==> src/rtl/calc_port_responder_pkg.sv <==
// Shared encodings for the calc1-style request port: commands, responses and
// the responder FSM states.
package calc_pkg;

    localparam logic [3:0] CMD_NOP = 4'd0;
    localparam logic [3:0] CMD_ADD = 4'd1;
    localparam logic [3:0] CMD_SUB = 4'd2;
    localparam logic [3:0] CMD_SHL = 4'd5;
    localparam logic [3:0] CMD_SHR = 4'd6;

    localparam logic [1:0] RESP_NONE = 2'd0;
    localparam logic [1:0] RESP_OK   = 2'd1;
    localparam logic [1:0] RESP_ERR  = 2'd2;

    typedef enum logic [2:0] {
        ST_IDLE,
        ST_OPND2,
        ST_WAIT,
        ST_EXEC,
        ST_RESP
    } calc_state_e;

endpackage

==> src/rtl/calc_port_responder_alu.sv <==
// Combinational calculator core: (cmd, op1, op2) -> (resp, data), unsigned.
// Vectors use [0:N] ordering, so bit 0 is the MSB.
module calc_alu
    import calc_pkg::*;
#(
    parameter int DATA_W  = 32,
    parameter int SHAMT_W = 5
) (
    input  logic [0:3]        cmd_i,
    input  logic [0:DATA_W-1] op1_i,
    input  logic [0:DATA_W-1] op2_i,
    output logic [0:1]        resp_o,
    output logic [0:DATA_W-1] data_o
);

    logic [3:0]         cmd;
    logic [DATA_W-1:0]  a;
    logic [DATA_W-1:0]  b;
    logic [DATA_W:0]    sum;
    logic [SHAMT_W-1:0] shamt;

    assign cmd   = cmd_i;
    assign a     = op1_i;
    assign b     = op2_i;
    assign sum   = {1'b0, a} + {1'b0, b};
    // The shift amount is the numerically low bits, which sit at the right end.
    assign shamt = op2_i[DATA_W-SHAMT_W:DATA_W-1];

    always_comb begin
        resp_o = RESP_ERR;
        data_o = '0;
        case (cmd)
            CMD_ADD: begin
                if (!sum[DATA_W]) begin
                    resp_o = RESP_OK;
                    data_o = sum[DATA_W-1:0];
                end
            end
            CMD_SUB: begin
                if (a >= b) begin
                    resp_o = RESP_OK;
                    data_o = a - b;
                end
            end
            CMD_SHL: begin
                resp_o = RESP_OK;
                data_o = a << shamt;
            end
            CMD_SHR: begin
                resp_o = RESP_OK;
                data_o = a >> shamt;
            end
            default: begin
                resp_o = RESP_ERR;
                data_o = '0;
            end
        endcase
    end

endmodule

==> src/rtl/calc_port_responder.sv <==
// DUV-side responder for one calc1 request port: captures cmd+op1, then op2,
// optionally waits EXTRA_LAT cycles, and presents a one-cycle registered response.
module calc_port_responder
    import calc_pkg::*;
#(
    parameter int DATA_W    = 32,
    parameter int SHAMT_W   = 5,
    parameter int EXTRA_LAT = 0
) (
    input  logic              c_clk,
    input  logic              reset_n,
    input  logic [0:3]        req_cmd_in,
    input  logic [0:DATA_W-1] req_data_in,
    output logic [0:1]        out_resp,
    output logic [0:DATA_W-1] out_data,
    output logic              busy
);

    localparam logic [3:0] WAIT_INIT = (EXTRA_LAT > 0) ? 4'(EXTRA_LAT - 1) : 4'd0;

    calc_state_e       state_q;
    logic [0:3]        cmd_q;
    logic [0:DATA_W-1] op1_q;
    logic [0:DATA_W-1] op2_q;
    logic [3:0]        wait_cnt_q;
    logic              res_vld_q;
    logic [0:1]        res_resp_q;
    logic [0:DATA_W-1] res_data_q;
    logic [0:1]        out_resp_q;
    logic [0:DATA_W-1] out_data_q;

    logic [0:1]        alu_resp_d;
    logic [0:DATA_W-1] alu_data_d;

    calc_alu #(
        .DATA_W  (DATA_W),
        .SHAMT_W (SHAMT_W)
    ) u_alu (
        .cmd_i  (cmd_q),
        .op1_i  (op1_q),
        .op2_i  (op2_q),
        .resp_o (alu_resp_d),
        .data_o (alu_data_d)
    );

    always_ff @(posedge c_clk or negedge reset_n) begin
        if (!reset_n) begin
            state_q    <= ST_IDLE;
            cmd_q      <= '0;
            op1_q      <= '0;
            op2_q      <= '0;
            wait_cnt_q <= '0;
            res_vld_q  <= 1'b0;
            res_resp_q <= RESP_NONE;
            res_data_q <= '0;
            out_resp_q <= RESP_NONE;
            out_data_q <= '0;
        end else begin
            case (state_q)
                ST_IDLE: begin
                    if (req_cmd_in != CMD_NOP) begin
                        cmd_q   <= req_cmd_in;
                        op1_q   <= req_data_in;
                        state_q <= ST_OPND2;
                    end
                end
                ST_OPND2: begin
                    op2_q <= req_data_in;
                    if (EXTRA_LAT > 0) begin
                        wait_cnt_q <= WAIT_INIT;
                        state_q    <= ST_WAIT;
                    end else begin
                        state_q <= ST_EXEC;
                    end
                end
                ST_WAIT: begin
                    if (wait_cnt_q == 4'd0) begin
                        state_q <= ST_EXEC;
                    end else begin
                        wait_cnt_q <= wait_cnt_q - 4'd1;
                    end
                end
                ST_EXEC: begin
                    // ALU result is staged one cycle before it reaches the port,
                    // which places the response three edges after the command.
                    if (!res_vld_q) begin
                        res_resp_q <= alu_resp_d;
                        res_data_q <= alu_data_d;
                        res_vld_q  <= 1'b1;
                    end else begin
                        out_resp_q <= res_resp_q;
                        out_data_q <= res_data_q;
                        res_vld_q  <= 1'b0;
                        state_q    <= ST_RESP;
                    end
                end
                ST_RESP: begin
                    out_resp_q <= RESP_NONE;
                    out_data_q <= '0;
                    if (req_cmd_in != CMD_NOP) begin
                        cmd_q   <= req_cmd_in;
                        op1_q   <= req_data_in;
                        state_q <= ST_OPND2;
                    end else begin
                        state_q <= ST_IDLE;
                    end
                end
                default: begin
                    state_q <= ST_IDLE;
                end
            endcase
        end
    end

    assign out_resp = out_resp_q;
    assign out_data = out_data_q;
    assign busy     = (state_q != ST_IDLE);

endmodule

==> config.mk <==
export PLATFORM = sky130hd
export DESIGN_NAME = calc_port_responder
export DESIGN_NICKNAME = d
export VERILOG_FILES = /design/src/rtl/calc_port_responder_pkg.sv /design/src/rtl/calc_port_responder_alu.sv /design/src/rtl/calc_port_responder.sv
export SDC_FILE = /design/constraint.sdc
export NUM_CORES = 1
export LEC_CHECK = 0
export BUFFER_PORTS_ARGS = -buffer_cell sky130_fd_sc_hd__buf_2
export CAP_MARGIN = 20
export CORE_ASPECT_RATIO = 1.2
export CORE_MARGIN = 5
export CORE_UTILIZATION = 55
export DETAILED_ROUTE_END_ITERATION = 12
export MAX_ROUTING_LAYER = met4
export PLACE_DENSITY = 0.76
export SYNTH_ARGS = -nofsm -noshare
export SYNTH_HDL_FRONTEND = slang
export SYNTH_SLANG_ARGS = --single-unit
==> constraint.sdc <==
create_clock -name c_clk -period 3.71 [get_ports c_clk]
set_input_delay 0.1855 -clock c_clk [delete_from_list [all_inputs] [get_ports c_clk]]
set_output_delay 0.1855 -clock c_clk [all_outputs]
set_load 0.02 [all_outputs]
After elaboration in Yosys (flattened, before gate mapping)

Index checks and enable logic that the tools add are counted.

$add $sub $neg: 3
Order comparisons: 1
Eq/ne operators: 11
Shifts and indexed selects: 2
Mux-type cells: 16
Bitwise operators: 2
Reduce and logical (&&, ||, !) cells: 12

Operators with widths:

| cell                  | count |
|---|---|
| $pmux W32 S4          | 1 |
| $mux W32              | 3 |
| $pmux W32 S2          | 1 |
| $add A32 B32 Y33      | 1 |
| $ge A32 B32 Y1        | 1 |
| $shl A32 B5 Y32       | 1 |
| $shr A32 B5 Y32       | 1 |
| $sub A32 B32 Y32      | 1 |
| $pmux W3 S5           | 1 |
| $mux W3               | 3 |
| $eq A4 B3 Y1 const B  | 2 |
| $reduce_and A2 Y1     | 4 |
| $eq A3 B2 Y1 const B  | 2 |
| $mux W2               | 3 |
| $ne A2 B2 Y1 const B  | 3 |
| $pmux W2 S3           | 1 |
| $eq A4 B1 Y1 const B  | 1 |
| $eq A4 B2 Y1 const B  | 1 |
| $logic_not A4 Y1      | 1 |
| $pmux W2 S2           | 1 |
| $reduce_bool A4 Y1    | 1 |
| $reduce_or A2 Y1      | 2 |
| $sub A4 B1 Y4 const B | 1 |
| $eq A3 B1 Y1 const B  | 1 |
| other kinds (7)       | 9 |

Register bits after elaboration: 144
Word-level logic and storage cells: 57

Longest topological paths before layout

Gate-level depths: netlist (run 1).

Depth in word-level cells: 3
Gate-level depth with buffers: 16
Gate-level depth less buffers: 12

By module

Synthesis (run 1) repeated with hierarchy kept, for this count alone.

Cells, all modules: 1376
Area total of the unflattened synthesis: 12583.3 sq um

By module, submodules not included:

| module              | times used | cells an instance | area each (sq um) | sequential area each (sq um) |
|---|---|---|---|---|
| calc_alu            | 1          | 1048              | 7200.7            | 0.0 |
| calc_port_responder | 1          | 328               | 5382.7            | 3603.5 |

Worst setup path before layout (run 1)

OpenSTA, ideal clock, no wires.

Path type: reg-to-reg
Start point: register op2_q[30] in the netlist's numbering
End point: register res_data_q[6] in the netlist's numbering
Setup time: 126 ps
Arrival: 3702 ps
Data required time: 3584 ps
Path slack: -118 ps
Stages on the path, launching flop included: 14
Period minus slack after synthesis: 3828 ps
Cell sequence: dfrtp_1 > buf_1 > clkinv_1 > clkbuf_1 > ha_1 > nand2b_1 > a21o_1 > a31o_1 > or4b_1 > a211o_1 > a21oi_1 > nor4_1 > o21bai_1 > o32a_1

Longest elaborated chain between the ends: 3
Elaborated cells on any way between the ends: 8
Those cells by class: add/sub: 2; order compare: 1; shift: 2; mux: 3

RTL lines:

| what                                           | RTL line                                                     | source |
|---|---|---|
| start, declared                                | calc_port_responder.sv:24                                    | `logic [0:DATA_W-1] op2_q;` |
| start signal, assigned                         | calc_port_responder.sv:68                                    | `op2_q <= req_data_in;` |
| $sub A32 B32 Y32, or another cell as far along | calc_port_responder_alu.sv:42                                | `data_o = a - b;` |
| $mux W32 (on tied branches)                    | calc_port_responder_alu.sv:40, calc_port_responder_alu.sv:34 |  |
| $pmux W32 S4 (*)                               | calc_port_responder_alu.sv:32                                | `case (cmd)` |
| end signal, assigned                           | calc_port_responder.sv:88                                    | `res_data_q <= alu_data_d;` |
| end, declared                                  | calc_port_responder.sv:28                                    | `logic [0:DATA_W-1] res_data_q;` |

Mark *: on every way between the ends. The rest lies on a longest branch, timed or not.
A chain may end at the register's enable or synchronous reset.

Final worst setup path (run 1)

Start point: register op1_q[31] in the netlist's numbering
End point: register res_data_q[19] in the netlist's numbering

Longest elaborated chain between the ends: 3
Elaborated cells on any way between the ends: 8
Those cells by class: add/sub: 2; order compare: 1; shift: 2; mux: 3

RTL lines:

| what                                           | RTL line                                                     | source |
|---|---|---|
| start, declared                                | calc_port_responder.sv:23                                    | `logic [0:DATA_W-1] op1_q;` |
| start signal, assigned                         | calc_port_responder.sv:63                                    | `op1_q <= req_data_in;` |
| start signal, assigned                         | calc_port_responder.sv:102                                   | `op1_q <= req_data_in;` |
| $sub A32 B32 Y32, or another cell as far along | calc_port_responder_alu.sv:42                                |  |
| $mux W32 (on tied branches)                    | calc_port_responder_alu.sv:40, calc_port_responder_alu.sv:34 |  |
| $pmux W32 S4 (*)                               | calc_port_responder_alu.sv:32                                |  |

Marked as above.

==> metrics.md, run 1 <==
| Metric | Value |
|---|---|
| Largest net degree at the start of global routing | `just under 90` |
| Period utilization | `between 90% and 100%` |
| Ys async rst share | `100%` |
| CP Class | `reg2reg` |
| # rows | `60` |
| Final TNS setup | `0 ps` |
| Worst relative slew slack | `around a third` |
| Max Freq | `~280 MHz` |
| Synth unique cells | `between 70 and 80` |
| Post-synth EDFFs | `0` |
| Syn Inst Count | `between 1000 and 1500` |
| Core area | `~0.022 mm2` |
| Routed WL | `approximately 45 mm` |
| Clock-pin slew on the worst setup and hold paths | `~70 ps` |
| Post-Synth XOR/XNOR Area | `less than 1%` |
| Share of layout cells above drive strength 1 | `a little under a fifth` |
| Commonest non-fill, non-tap cell in the layout | `nor2_1` |
| Initial Util | `between 50 and 60%` |
| IO Count | `73` |
| DP Wirelength | `around 34 mm` |
| Most frequent cells in the layout | `nor2_1, dfrtp_1, nand2_1` |
| Area growth from synthesis to layout | `15.6%` |
| Largest cells by area after synthesis | `dfrtp_1, mux4_2, ha_1, nor2_1, a21oi_1` |
| Top_reg_cell synth | `dfrtp_1` |
| Inserted Clock Buffers | `17` |
| Post-Synth Simple-Gate Area | `around 17%` |
| Skew-Pair Late Insertion Delay | `450 ps` |
| # port buffers | `72` |
| Worst-path fanout max | `35` |
| Netlist Area Pre-Place | `0.0125 mm2` |
| Hold crit path type | `in2reg` |
| Vias in the first global route | `11900` |
| Die width | `between 100 and 150 um` |
| Minimum clock period after layout | `roughly 3600 ps` |
| Wire per inst | `approximately 24 um` |
| Multiplexer share of the synthesized area | `15.2%` |
| Largest family of logic cells by synthesized area | `compound AO/OA/AOI/OAI gates` |
| Initial antenna violation count | `1` |
| Pre-Repair DR Iteration Count | `8` |
| Syn Area/Cell | `between 8 and 9 um2` |
| Seq cells post-synth | `about 140` |
| Clock sink total | `~140` |
| Total GRT Usage | `35.5%` |
| Number of H-tree levels | `4` |
| Yosys top cell area share | `about 29%` |
| Die H | `roughly 180 um` |
| Slew of the pin with the lowest slew margin | `between 1000 and 1500 ps` |
| R2R depth | `13` |
| Type of origin of the critical path | `register` |
| Synth Area in Compound Gates | `26.2%` |
| Max-slew violation count | `0` |
| Die area | `around 0.026 mm2` |
| Routed via count | `12700` |
| RSZ-0062 raised after global routing | `no` |
| DRC viols | `0` |
| CTS tree | `done` |
| MaxCap Viol Count | `0` |
| Setup Skew | `approximately 18 ps` |
| CP endpoint kind | `register` |
| Worst EP arrival | `3960 ps` |
| First-pass GRT wire length | `roughly 70 mm` |
| Final Setup Violations | `0` |
| Clock Root Buffer | `clkbuf_16` |
| ANT nets after route | `0` |
| Hold Crit Depth | `2` |
| Synthesized net count | `roughly 1600` |
| Post-Synth Adder-Cell Area | `between 6 and 7%` |
| Yosys top cell by area | `dfrtp_1` |
| Critical path required time | `slightly above 4000 ps` |
| Initial DRC count | `around 1700` |
| Vias per std cell | `around 7` |
| GP Congestion | `roughly 1.1` |
| GRT overflow | `0` |
| NumNets Final | `~1700` |
| Hold Violations, Final | `0` |
| Clk buf depth | `2` |
| Syn. warnings | `0` |
| Status | `finished clean` |
| Sequential share of the synthesized area | `between 20% and 30%` |
==> critical path, cell delays in order, from the launching register on <==
cell      delay [ps]
dfrtp_1          430
inv_1             90
ha_1             230
fa_1             390
nor2b_1          240
o21bai_1         130
nand2_1          240
a311oi_4         170
a31oi_2          340
o311a_1          280
buf_12           220
a21oi_1          100
a22oi_1          430
o32a_1           210
==> through the flow <==
| stage | hold slack (ps) | setup WS, ps | std cells | cell area [um2] | utilization (%) |
|---|---|---|---|---|---|
| global placement | 310 | -4.22 | 1801 | 13500 | 60.2 |
| global route | 7.16 | 13.3 | 1868 | 14500 | 64.5 |
| finish | 8.86 | 119 | 1868 | 14500 | 64.5 |
| floorplan | -110 | 7.35 | 1472 | 12500 | - |
| detailed placement | 326 | -31.3 | 1801 | 13500 | 60.2 |
| CTS | 5.74 | 74.7 | 1866 | 14400 | 64.3 |
==> cells by family (layout without fill, tap and decap cells) <==
logic type	Yosys count	count (layout)
AOI/OAI and AO/OA	482	482
and+or+nand+nor	462	462
buffers and inverters	178	294
DFF	144	144
muxes	131	131
adders and majority gates	68	68
xor gates and xnor gates	7	7
other	0	1
==> synthesized netlist by cell type, types with 19 or more instances <==
library cell / n
mux2_2: 42
nor3_1: 32
a21oi_1: 114
nor2_1: 177
nand3_1: 35
inv_1: 73
mux4_2: 43
nand2_1: 120
o21ai_0: 106
mux2i_1: 46
a31oi_1: 24
a22o_1: 41
clkbuf_1: 71
buf_2: 19
ha_1: 66
dfrtp_1: 144
==> area by class of cell <==
type                       count  area [um2]
antenna                        1        2.50
clock buffer                  18         439
clock inverter                14         144
fill                        1912        7970
inverter                      74         278
multi-input combinational   1150        8260
sequential                   144        3610
tap                          279         349
timing repair buffer         188        1390
==> worst paths after layout <==
kind | slack (ps) | from | end
worst max-delay path | 120 | op1_q[31] | res_data_q[19]
worst min-delay path | 9 | req_cmd_in[1] | cmd_q[1]
worst max register to register | 120 | op1_q[31] | res_data_q[19]
worst min register to register | 480 | res_resp_q[1] | res_resp_q[1]
max in group asynchronous | 2540 | reset_n | cmd_q[0]
min in group asynchronous | 350 | reset_n | op2_q[23]
==> metal layers <==
metal | GRT usage [%] | vias to the layer above | wire, um
met3 | 5.78 | 152 | 4370
met2 | 53.6 | 791 | 20400
li1 | - | 5694 | -
met4 | 13.8 | 0 | 1990
met5 | - | - | 0
met1 | 48.2 | 6083 | 18600
==> state kept, by name, summed over array words and instances, names as in the netlist <==
signal      cells
op1_q          32
op2_q          32
out_data       32
res_data_q     32
cmd_q           4
wait_cnt_q      4
state_q         3
out_resp        2
res_resp_q      2
res_vld_q       1
==> what timing repair did <==
item,CTS,global route
endpoints found under the hold margin,144,0
setup endpoints to repair,1,10
gates resized for setup,1,7
hold buffers,33,0
cloned,0,0
pin swaps,0,1
setup buffers,0,1
Power of run 1 is not shown: default switching activity piles up to over one toggle a cycle in this logic, so the estimate is an artifact.
==> run 2, diff against run 1 <==
--- a/config.mk
+++ b/config.mk
@@ -15,4 +15,5 @@
 export PLACE_DENSITY = 0.76
 export SYNTH_ARGS = -nofsm -noshare
 export SYNTH_HDL_FRONTEND = slang
+export SYNTH_HIERARCHICAL = 1
 export SYNTH_SLANG_ARGS = --single-unit
==> metrics.md, run 2 <==
| Metric | Value |
|---|---|
| Status | `finished clean` |
| Initial DRC count | `1496` |
| Routed WL | `~46 mm` |
| IO Count | `73` |
| Skew-Pair Late Insertion Delay | `430 ps` |
| Period utilization | `a little over nine tenths` |
| Total GRT Usage | `36.0%` |
| Synth top cells by count | `dfrtp_1, nor2_1, a21oi_1` |
| Final Setup Violations | `0` |
| Synth unique cells | `90` |
| Minimum clock period after layout | `~3600 ps` |
| Post-Synth Adder-Cell Area | `just under 7%` |
| Worst relative slew slack | `between 20 and 30%` |
| Max-slew violation count | `0` |
| Max Freq | `280 MHz` |
| Yosys top cell by area | `dfrtp_1` |
| DP Wirelength | `~35 mm` |
| Ys async rst share | `100%` |
| Slew of the pin with the lowest slew margin | `between 1000 and 1500 ps` |
| Syn Area/Cell | `approximately 9.1 um2` |
| Pre-Repair DR Iteration Count | `6` |
| Worst-path fanout max | `22` |
| Worst EP arrival | `just under 4000 ps` |
| Top_reg_cell synth | `dfrtp_1` |
| Syn. warnings | `6` |
| NumNets Final | `about 1600` |
| Largest net degree at the start of global routing | `77` |
| Setup Skew | `approximately 15 ps` |
| Wire per inst | `about 26 um` |
| Syn Inst Count | `approximately 1400` |
| Vias in the first global route | `approximately 12000` |
| Sequential share of the synthesized area | `~29%` |
| Initial Util | `between 50 and 60%` |
| Routed via count | `~12000` |
| CP Class | `reg2reg` |
| Largest family of logic cells by synthesized area | `compound AO/OA/AOI/OAI gates` |
| Hold crit path type | `in2reg` |
| Die H | `roughly 180 um` |
| Commonest non-fill, non-tap cell in the layout | `nor2_1` |
| Seq cells post-synth | `144` |
| Type of origin of the critical path | `register` |
| Post-Synth Simple-Gate Area | `12.6%` |
| # rows | `60` |
| Share of layout cells above drive strength 1 | `around 26%` |
| Clock sink total | `between 100 and 150` |
| GP Congestion | `roughly 1.0` |
| ANT nets after route | `0` |
| RSZ-0062 raised after global routing | `no` |
| Critical path required time | `a little over 4000 ps` |
| DRC viols | `0` |
| Number of H-tree levels | `4` |
| Final TNS setup | `0 ps` |
| Synth Area in Compound Gates | `26.1%` |
| Post-synth EDFFs | `0` |
| Clock-pin slew on the worst setup and hold paths | `70 ps` |
| Inserted Clock Buffers | `17` |
| Core area | `approximately 0.023 mm2` |
| Layout Cells excl Fill | `1793` |
| GRT overflow | `0` |
| Netlist Area Pre-Place | `roughly 0.013 mm2` |
| Die area | `~0.026 mm2` |
| Most frequent cells in the layout | `nor2_1, dfrtp_1, buf_4` |
| Multiplexer share of the synthesized area | `between 10% and 20%` |
| Clock Root Buffer | `clkbuf_16` |
| CP endpoint kind | `register` |
| Die width | `148 um` |
| Placed cells | `approximately 1700` |
| # port buffers | `a little over 70` |
| Synthesized net count | `1482` |
| Area growth from synthesis to layout | `15.6%` |
| CTS tree | `done` |
| Vias per std cell | `6.86` |
| Yosys top cell area share | `28.6%` |
| Post-Synth XOR/XNOR Area | `0.139%` |
| Largest cells by area after synthesis | `dfrtp_1, mux2_2, mux4_2, ha_1, nor2_1` |
| Clk buf depth | `2` |
| Initial antenna violation count | `0` |
| Hold Violations, Final | `0` |
| First-pass GRT wire length | `70.6 mm` |
| Number of diodes | `0` |
| MaxCap Viol Count | `0` |
-- run 2: timing repair --
| item | CTS | global route |
|---|---|---|
| gates resized for setup | 0 | 0 |
| setup buffers | 0 | 0 |
| endpoints found under the hold margin | 104 | 1 |
| hold buffers | 20 | 1 |
-- run 2: per-layer routing --
metal | part of all wire, % | vias to the layer above | wire [um] | track usage (%)
met2 | 45 | 703 | 20600 | 54.8
met3 | 9.1 | 109 | 4200 | 5.52
li1 | - | 5463 | - | -
met1 | 43 | 6030 | 19700 | 49.7
met4 | 3.7 | 0 | 1700 | 11.7
met5 | 0 | - | 0 | -
-- run 2: critical path: stages (launching register included) --
cell,delay [ps]
dfrtp_4,500
ha_1,200
inv_1,80
fa_1,220
nor2_1,70
o311a_1,320
a31o_1,260
nor3_2,290
o2111ai_1,230
a31oi_1,260
buf_4,160
o21ai_2,70
buf_12,200
o211a_2,270
o221ai_1,190
mux2_2,180
-- run 2: per-stage QoR --
step | cell area [um2] | util (%) | worst slack, ps | hold slack [ps]
after global routing | 14500 | 64.6 | 20.1 | 0.885
after floorplan | 12600 | - | 0.0862 | -110
after CTS | 14500 | 64.5 | 222 | 0.585
after global placement | 13700 | 60.9 | 273 | 264
after detailed placement | 13700 | 60.9 | 219 | 267
final | 14500 | 64.6 | 145 | 9.76
-- run 2: cells by family after synthesis --
group,Yosys count
fa+ha+maj,68
xor+xnor,2
buf+inv,169
flops,144
mux,189
simple gates,337
compound gates,467
-- run 2: area by class of cell --
type	count	area (um2)
clock buffer	17	425
multi-input combinational	1063	8240
clock inverter	15	190
fill	1870	7980
timing repair buffer	205	1470
tap	279	349
sequential	144	3610
inverter	70	263
-- run 2: final timing paths --
kind | startpoint | to | slack, ps | cells past startpoint
worst max register to register | op2_q[31] | res_data_q[13] | 140 | 15
worst min register to register | out_data[30] | out_data[30] | 490 | 1
min in group asynchronous | reset_n | op2_q[30] | 400 | 2
worst min-delay path | req_data_in[18] | op2_q[18] | 10 | 2
max in group asynchronous | reset_n | op1_q[12] | 2330 | 3
worst max-delay path | op2_q[31] | res_data_q[13] | 140 | 15
Power of run 2 is left out for the same reason.
==> run 3, diff against run 2 <==
--- a/config.mk
+++ b/config.mk
@@ -8,7 +8,7 @@
 export BUFFER_PORTS_ARGS = -buffer_cell sky130_fd_sc_hd__buf_2
 export CAP_MARGIN = 20
 export CORE_ASPECT_RATIO = 1.2
-export CORE_MARGIN = 5
+export CORE_MARGIN = 2
 export CORE_UTILIZATION = 55
 export DETAILED_ROUTE_END_ITERATION = 12
 export MAX_ROUTING_LAYER = met4
==> metrics.md, run 3 (synthesis gave the netlist of run 2 again) <==
| Metric | Value |
|---|---|
| Hold Violations, Final | `0` |
| Routed via count | `~12000` |
| Crit path max-delay family | `compound AO/OA/AOI/OAI gates` |
| ANT nets after route | `0` |
| # port buffers | `~70` |
| CP Cell Sequence | `inv_1, ha_1, nor2b_1, o31a_1, o21ai_2, o21bai_1, a21oi_1, o221ai_1, a31o_2, a221oi_1, o21ai_1, mux2_2` |
| Largest stage delay, worst path | `between 400 and 500 ps` |
| WP depth | `12` |
| NumNets Final | `1608` |
| Die H | `around 170 um` |
| IO Count | `73` |
| Type of origin of the critical path | `register` |
| Clock-pin slew on the worst setup and hold paths | `about 70 ps` |
| Initial DRC count | `1341` |
| Skew-Pair Late Insertion Delay | `approximately 440 ps` |
| Minimum clock period after layout | `around 3600 ps` |
| Worst relative slew slack | `approximately a fifth` |
| DRC viols | `0` |
| Worst r2r dst | `res_data_q[0]` |
| R2R depth | `12` |
| Hold crit path type | `in2reg` |
| Core area | `roughly 0.022 mm2` |
| Largest net degree at the start of global routing | `slightly above 100` |
| CTS tree | `done` |
| Inserted Clock Buffers | `17` |
| DP Wirelength | `between 30 and 40 mm` |
| Clk buf depth | `2` |
| Flop2flop setup slack | `90 ps` |
| First-pass GRT wire length | `between 60 and 70 mm` |
| RSZ-0062 raised after global routing | `no` |
| Max-slew violation count | `0` |
| Clock sink total | `around 140` |
| Routed WL | `between 40 and 50 mm` |
| MaxCap Viol Count | `0` |
| Fillers | `about 1900` |
| Max stage delay cell, worst path | `dfrtp_2` |
| Status | `finished clean` |
| CP Class | `reg2reg` |
| Area growth from synthesis to layout | `15.4%` |
| Worst EP arrival | `3930 ps` |
| Critical path destination | `res_data_q[0]` |
| Commonest non-fill, non-tap cell in the layout | `nor2_1` |
| Total GRT Usage | `39.1%` |
| Number of H-tree levels | `4` |
| Reg-to-reg startpoint | `op2_q[30]` |
| Slew of the pin with the lowest slew margin | `between 1000 and 1500 ps` |
| Final TNS setup | `0 ps` |
| Max Freq | `~280 MHz` |
| CP bufs+invs | `1` |
| Initial antenna violation count | `0` |
| Initial Util | `56.1%` |
| Clock Root Buffer | `clkbuf_16` |
| Wire per inst | `about 25 um` |
| GP Congestion | `1.06` |
| # rows | `60` |
| Vias in the first global route | `about 12000` |
| Number of diodes | `0` |
| GRT overflow | `0` |
| Worst-path fanout max | `8` |
| Die width | `approximately 140 um` |
| Die area | `~0.024 mm2` |
| CP endpoint kind | `register` |
| Setup Skew | `14.1 ps` |
| Share of layout cells above drive strength 1 | `between 20% and 30%` |
| Vias per std cell | `just under 7` |
| Critical Path Source | `op2_q[30]` |
| Period utilization | `just under 100%` |
| Final Setup Violations | `0` |
| Pre-Repair DR Iteration Count | `6` |
| Most frequent cells in the layout | `nor2_1, dfrtp_1, buf_4` |
| Critical path required time | `around 4000 ps` |
run 3: cell types whose count changed in the layout (fill, tap and decap cells not counted), sizes merged:
cell / before / now
clkbuf: 17 / 18
bufinv: 2 / 0
buf: 184 / 183
inv: 78 / 77
dlygate4sd3: 21 / 23
clkinvlp: 0 / 2
run 3: area by class of cell:
type / instances / area [um2] / area share [%]
inverter: 70 / 263 / 1.81
multi-input combinational: 1063 / 8250 / 56.8
sequential: 144 / 3610 / 24.9
clock inverter: 14 / 118 / 0.810
tap: 279 / 349 / 2.40
timing repair buffer: 206 / 1490 / 10.3
clock buffer: 18 / 439 / 3.02
run 3: worst min path at each step:
stage | startpoint | to | slack [ps] | depth (start not counted)
after floorplan | reset_n | cmd_q[0] | -110 | 0
after global placement | reset_n | op1_q[20] | 350 | 1
after detailed placement | reset_n | op2_q[20] | 360 | 1
after CTS | req_data_in[25] | op1_q[25] | 0.1 | 2
after global routing | req_data_in[6] | op1_q[6] | 4 | 2
final | req_data_in[25] | op1_q[25] | 3 | 2
run 3: worst reg2reg max path, cell delays in order, from the launching register on:
cell and delay [ps]:
dfrtp_2 450, inv_1 120, ha_1 330, nor2b_1 170, o31a_1 270, o21ai_2 310, o21bai_1 160, a21oi_1 380
o221ai_1 310, a31o_2 340, a221oi_1 270, o21ai_1 130, mux2_2 270
run 3: metal layers:
layer / global-route usage, % / vias up / part of all wire, %
met3: 5.22 / 107 / 8.2
met1: 54.3 / 6057 / 43
met2: 58.7 / 635 / 45
li1: - / 5467 / -
met5: - / - / 0
met4: 14.0 / 0 / 3.7
run 3: per-stage QoR:
stage	instance area, um2	std cells	hold slack (ps)	utilization (%)	setup WS [ps]
floorplan	12600	1376	-110	-	0.0862
global placement	13700	1738	353	61.1	189
detailed placement	13700	1739	358	61.1	93.6
CTS	14500	1794	0.100	64.6	81.7
global route	14500	1794	4.38	64.7	9.74
finish	14500	1794	3.23	64.7	92.6
run 3: timing repair:
action / CTS / global route
hold endpoints to repair: 139 / 0
setup buffers: 0 / 0
hold buffers: 23 / 0
gates resized for setup: 0 / 3
endpoints found under the setup margin: 0 / 3
Power of run 3 is left out for the same reason.
